### config.mk
export PLATFORM = sky130hd
export DESIGN_NAME = ft_nmr_monitor
export DESIGN_NICKNAME = d
export VERILOG_FILES = /design/src/rtl/ft_nmr_monitor.sv
export SDC_FILE = /design/constraint.sdc
export NUM_CORES = 1
export LEC_CHECK = 0
export ABC_AREA = 1
export BUFFER_PORTS_ARGS = -buffer_cell sky130_fd_sc_hd__buf_2
export CAP_MARGIN = 20
export CORE_ASPECT_RATIO = 1.4
export CORE_MARGIN = 1.5
export CORE_UTILIZATION = 30
export DETAILED_ROUTE_END_ITERATION = 10
export GPL_TIMING_DRIVEN = 1
export SYNTH_ARGS = -nofsm -noshare
export SYNTH_HDL_FRONTEND = slang
export SYNTH_SLANG_ARGS = --single-unit
export TNS_END_PERCENT = 1
### constraint.sdc
create_clock -name clk_i -period 2.36 [get_ports clk_i]
set_clock_uncertainty 0.1 [all_clocks]
set_input_delay 0.708 -clock clk_i [delete_from_list [all_inputs] [get_ports clk_i]]
set_output_delay 0.708 -clock clk_i [all_outputs]
set_load 0.01 [all_outputs]
### src/rtl/ft_nmr_monitor.sv
// Purpose: N-core lockstep monitor; compares writeback tuples, forwards agreed writes, runs core recovery.
// Latency: register-file path and checkpoint are 1 cycle; FSM outputs decode the current state.
// Backpressure: none; writes are suppressed (rf_we_o=0) on unrecoverable errors and outside IDLE.
// Optional: define FT_MAJORITY_VOTE_EN to mask mismatches that have a strict-majority tuple.
module ft_nmr_monitor #(
  parameter int NCORES        = 3,
  parameter int ADDR_WIDTH    = 5,
  parameter int DATA_WIDTH    = 32,
  parameter int RST_CYCLES    = 4,
  parameter int TIMEOUT       = 1024,
  parameter int ERR_CNT_WIDTH = 8
) (
  input  logic                         clk_i,
  input  logic                         rst_i,
  input  logic                         enable_i,
  input  logic [NCORES-1:0]            we_i,
  input  logic [NCORES*ADDR_WIDTH-1:0] addr_i,
  input  logic [NCORES*DATA_WIDTH-1:0] data_i,
  input  logic [DATA_WIDTH-1:0]        pc_i,
  input  logic                         done_i,
  input  logic                         force_error_i,
  output logic                         rf_we_o,
  output logic [ADDR_WIDTH-1:0]        rf_addr_o,
  output logic [DATA_WIDTH-1:0]        rf_data_o,
  output logic [DATA_WIDTH-1:0]        pc_ckpt_o,
  output logic                         reset_cores_o,
  output logic                         recover_o,
  output logic                         recovering_o,
  output logic                         fail_o,
  output logic [NCORES-1:0]            faulty_core_o,
  output logic [ERR_CNT_WIDTH-1:0]     err_count_o
);

  localparam int TW      = 1 + ADDR_WIDTH + DATA_WIDTH;
  localparam int CNT_MAX = (TIMEOUT > RST_CYCLES) ? TIMEOUT : RST_CYCLES;
  localparam int CNT_W   = $clog2(CNT_MAX + 1);

  typedef enum logic [1:0] {
    ST_IDLE    = 2'd0,
    ST_RESET   = 2'd1,
    ST_RECOVER = 2'd2,
    ST_FAIL    = 2'd3
  } state_t;

  state_t            state, state_nx;
  logic [CNT_W-1:0]  cnt, cnt_nx;

  logic [TW-1:0]     tup [NCORES];
  logic              agree;
  logic              idle;
  logic              err;
  logic              masked;
  logic              unrec;
  logic [TW-1:0]     sel_tup;
  logic [NCORES-1:0] dissent;

  // Unpack each core's {we, addr, data} tuple so they compare as single words.
  for (genvar k = 0; k < NCORES; k++) begin : g_tup
    assign tup[k] = {we_i[k], addr_i[k*ADDR_WIDTH +: ADDR_WIDTH], data_i[k*DATA_WIDTH +: DATA_WIDTH]};
  end

  // Full agreement: every core's tuple equals core 0's, including addr/data when we=0.
  always_comb begin
    agree = 1'b1;
    for (int k = 1; k < NCORES; k++) begin
      if (tup[k] != tup[0]) agree = 1'b0;
    end
  end

  assign idle = (state == ST_IDLE);
  assign err  = enable_i && idle && (!agree || force_error_i);

`ifdef FT_MAJORITY_VOTE_EN
  logic          has_maj;
  logic [TW-1:0] maj_tup;

  // Find a tuple held by more than half of the cores and flag the cores that disagree with it.
  always_comb begin
    int votes;
    has_maj = 1'b0;
    maj_tup = tup[0];
    dissent = '0;
    for (int k = 0; k < NCORES; k++) begin
      votes = 0;
      for (int j = 0; j < NCORES; j++) begin
        if (tup[j] == tup[k]) votes = votes + 1;
      end
      if (!has_maj && (votes > NCORES / 2)) begin
        has_maj = 1'b1;
        maj_tup = tup[k];
      end
    end
    for (int k = 0; k < NCORES; k++) begin
      dissent[k] = has_maj && (tup[k] != maj_tup);
    end
  end

  // A forced error is never maskable; a genuine mismatch is masked when a majority exists.
  assign masked  = err && !force_error_i && has_maj;
  assign sel_tup = masked ? maj_tup : tup[0];
`else
  assign dissent = '0;
  assign masked  = 1'b0;
  assign sel_tup = tup[0];
`endif

  assign unrec = err && !masked;

  // Safe register-file port: one-cycle registered copy of the selected tuple, write gated to clean IDLE cycles.
  always_ff @(posedge clk_i) begin
    if (rst_i) begin
      rf_we_o   <= 1'b0;
      rf_addr_o <= '0;
      rf_data_o <= '0;
    end else begin
      rf_we_o   <= idle && !unrec && sel_tup[TW-1];
      rf_addr_o <= sel_tup[DATA_WIDTH +: ADDR_WIDTH];
      rf_data_o <= sel_tup[DATA_WIDTH-1:0];
    end
  end

  // PC checkpoint follows the cores only while they are trusted (agreed or majority-corrected in IDLE).
  always_ff @(posedge clk_i) begin
    if (rst_i) begin
      pc_ckpt_o <= '0;
    end else if (idle && enable_i && (agree || masked)) begin
      pc_ckpt_o <= pc_i;
    end
  end

  // Saturating count of error cycles, masked or not.
  always_ff @(posedge clk_i) begin
    if (rst_i) begin
      err_count_o <= '0;
    end else if (err && (err_count_o != '1)) begin
      err_count_o <= err_count_o + ERR_CNT_WIDTH'(1);
    end
  end

  // Sticky outvoted-core flags; a completed recovery resynchronises all cores and clears them.
  always_ff @(posedge clk_i) begin
    if (rst_i) begin
      faulty_core_o <= '0;
    end else if ((state == ST_RECOVER) && done_i) begin
      faulty_core_o <= '0;
    end else if (masked) begin
      faulty_core_o <= faulty_core_o | dissent;
    end
  end

  // Recovery FSM state and shared reset/timeout counter.
  always_ff @(posedge clk_i) begin
    if (rst_i) begin
      state <= ST_IDLE;
      cnt   <= '0;
    end else begin
      state <= state_nx;
      cnt   <= cnt_nx;
    end
  end

  // Next-state logic: hold reset for RST_CYCLES, then wait up to TIMEOUT cycles for done_i.
  always_comb begin
    state_nx = state;
    cnt_nx   = cnt;
    case (state)
      ST_IDLE: begin
        cnt_nx = '0;
        if (unrec) state_nx = ST_RESET;
      end
      ST_RESET: begin
        if (cnt == CNT_W'(RST_CYCLES - 1)) begin
          state_nx = ST_RECOVER;
          cnt_nx   = '0;
        end else begin
          cnt_nx = cnt + CNT_W'(1);
        end
      end
      ST_RECOVER: begin
        if (done_i) begin
          state_nx = ST_IDLE;
          cnt_nx   = '0;
        end else if (cnt == CNT_W'(TIMEOUT - 1)) begin
          state_nx = ST_FAIL;
          cnt_nx   = '0;
        end else begin
          cnt_nx = cnt + CNT_W'(1);
        end
      end
      ST_FAIL: begin
        cnt_nx = '0;
      end
      default: begin
        state_nx = ST_IDLE;
        cnt_nx   = '0;
      end
    endcase
  end

  assign reset_cores_o = (state == ST_RESET) || (state == ST_FAIL);
  assign recover_o     = (state == ST_RECOVER);
  assign recovering_o  = !idle;
  assign fail_o        = (state == ST_FAIL);

endmodule

==> reports/results.tsv <==
stage	metric	value	unit
cts	CTS root buf	clkbuf_16	
global_routing	vias in the first global route	4211	
drt	drt pass-1 iters	4	
layout	Fillers	1639	
cts	CTS sink cnt	91	
worst_setup_path	CP startpoint kind	flip-flop	
layout	most common cell after layout, fill and taps aside	buf_2	
outcome	status	finished, final reports clean	
floorplan	I/O Pins	236	
worst_setup_path	Setup CP Type	flip-flop to output port	
floorplan	full die area	0.0161	sq mm
yosys	Post-Syn Area	0.00460	sq mm
cts	CTS H-tree depth	3	
cts	TritonCTS Buffers	9	
floorplan	Die H	149	microns
layout	commonest cells after routing, fill and taps aside	buf_2, nand2_1, inv_1, nor2_1, dfxtp_1	
drt	antenna-violating nets left	0	
drt	number of remaining DRC errors	0	
cts	postcts setup bufs	0	
timing	Fmax	446	MHz
yosys	Synth area leader	dfxtp_1	
global_routing	first-pass GRT wire length	19900	microns
yosys	Post-Synthesis Cells	668	
timing	Rel. slew slack	0.651	
yosys	post-synth top area share	0.396	
worst_setup_path	CP max FO	4	
floorplan	core area	0.0150	sq mm
pwr	worst vdd ir	0.000461	V
yosys	Yosys Warn Count	0	
cts	Worst-Skew Late Latency	340	ps
timing	Tightest Pin Transition	524	ps
global_routing	Congestion Overflow GR	0	
yosys	Avg Inst Size Synth	6.88	sq um
timing	post-route minimum period	2240	ps
yosys	post-synth cell types	31	
worst_setup_path	Reg2Reg Depth	8	
drt	drt total wl	12900	microns
drt	Avg WL per Cell	11.4	microns
worst_setup_path	worst path arrival time	1430	ps
worst_setup_path	Required @ worst endpoint	1550	ps
layout	Area growth syn-to-layout	42.8	%
global_routing	largest net degree at the start of global routing	50	
timing	Final Hold Fails	0	
cts	CTS tree	yes	
yosys	synthesized flop and latch total	91	
cts	Worst-path clk slew	70	ps
pwr	Pwr Density	652	mW/mm^2
placement	DP HPWL	10500	microns
yosys	register area share after synthesis	0.396	
floorplan	Initial Util	0.307	
pwr	Leak	3.50	nW
timing	final setup violation count	0	
timing	Max Slew Vio Count	0	
layout	share of layout cells above drive strength 1	0.351	
placement	Port Buffers	232	
cts	# hold bufs at CTS	0	
cts	CTS resizes	0	
global_routing	total track usage	0.160	
timing	RSZ-0062 raised after global routing	false	
hold_path	Hold Path Cell Cnt	2	
floorplan	Die W	108	microns
layout	Final nets	1093	
placement	Placer Congestion	0.790	
timing	Final TNS setup	0	ps
drt	drt initial violations	90	
drt	DR vias	4676	
global_routing	antenna violations before repair	1	
run	Max Cap Viol	0	
timing	fin crit share	0.949	
drt	vias per cell	4.12	
hold_path	Hold WC Path Type	flip-flop to flip-flop	
yosys	largest cells by area after synthesis	dfxtp_1, nand2_1, inv_1	
cts	clk buf depth	2	
floorplan	Site Rows	53	
timing	Min Hold Slack	340	ps
worst_setup_path	Worst setup EP type	output port	
==> cell usage after synthesis (all sizes together) <==
cell      n
clkbuf    8
nor3b     3
inv     127
buf      10
nand4    14
xor2     23
o21bai    1
nand3    10
nor4      1
a211oi    1
nor3      4
dfxtp    91
conb      1
nand2   166
o21ai    35
clkinv    1
xnor2    25
ha        6
a21oi    42
or2       1
nor2     98
==> power breakdown <==
part / internal [mW] / switching (mW) / total [mW]
clock network: 1.04 / 0.648 / 1.69
logic: 0.423 / 0.521 / 0.944
registers: 1.60 / 0.0408 / 1.64
total: 3.07 / 1.21 / 4.28
==> final cells by class <==
cell class | count | area, sq um | share of cell area
timing repair buffer | 273 | 1490 | 0.228
clock buffer | 9 | 225 | 0.0343
multi-input combinational | 433 | 2180 | 0.332
inverter | 128 | 480 | 0.0732
clock inverter | 7 | 123 | 0.0187
tap | 192 | 240 | 0.0366
antenna | 1 | 2.50 | 0.000381
sequential | 91 | 1820 | 0.277
==> metrics by stage <==
stage	total power [mW]	area, sq um	instances	setup slack (ps)	util
floorplan	2.21	4610	670	284	-
global placement	2.63	6210	1117	-180	0.415
detailed placement	2.64	6210	1117	-208	0.415
CTS	4.36	6560	1133	97.2	0.438
global route	4.53	6560	1133	20.9	0.438
finish	4.28	6570	1134	119	0.438
==> registers in the layout (all words and copies together) (netlist names) <==
register     cells
pc_ckpt_o       32
rf_data_o       32
cnt             11
err_count_o      8
rf_addr_o        5
state            2
rf_we_o          1
==> per-layer routing <==
| layer | share of wire | GRT usage | vias up |
|---|---|---|---|
| met5 | 0 | 0 | - |
| met3 | 0.074 | 0.0510 | 11 |
| li1 | - | - | 2549 |
| met4 | 0.012 | 0.0493 | 0 |
| met1 | 0.40 | 0.176 | 1963 |
| met2 | 0.52 | 0.291 | 153 |
==> critical path: stages (launching register included) <==
cell and delay (ps):
dfxtp_1 380, inv_1 80, ha_1 200, or2_2 290
buf_2 140
==> kinds of logic (layout without fill, tap and decap cells) <==
kind of cell / after synthesis / in the layout / synth area share
DFF: 91 / 91 / 0.396
xor gates and xnor gates: 48 / 48 / 0.0914
adders and majority gates: 6 / 6 / 0.0163
other: 1 / 4 / 0.000816
buffers and inverters: 146 / 417 / 0.132
AOI/OAI and AO/OA: 79 / 79 / 0.0931
and+or+nand+nor: 297 / 297 / 0.270
==> final timing paths <==
path | from | endpoint | slack, ps
setup / recovery | state[1] | reset_cores_o | 120
setup reg to reg | cnt[0] | state[1] | 350
hold / removal | pc_ckpt_o[4] | pc_ckpt_o[4] | 340
hold reg to reg | pc_ckpt_o[4] | pc_ckpt_o[4] | 340
No activity file was read; power rests on OpenSTA's default activity.
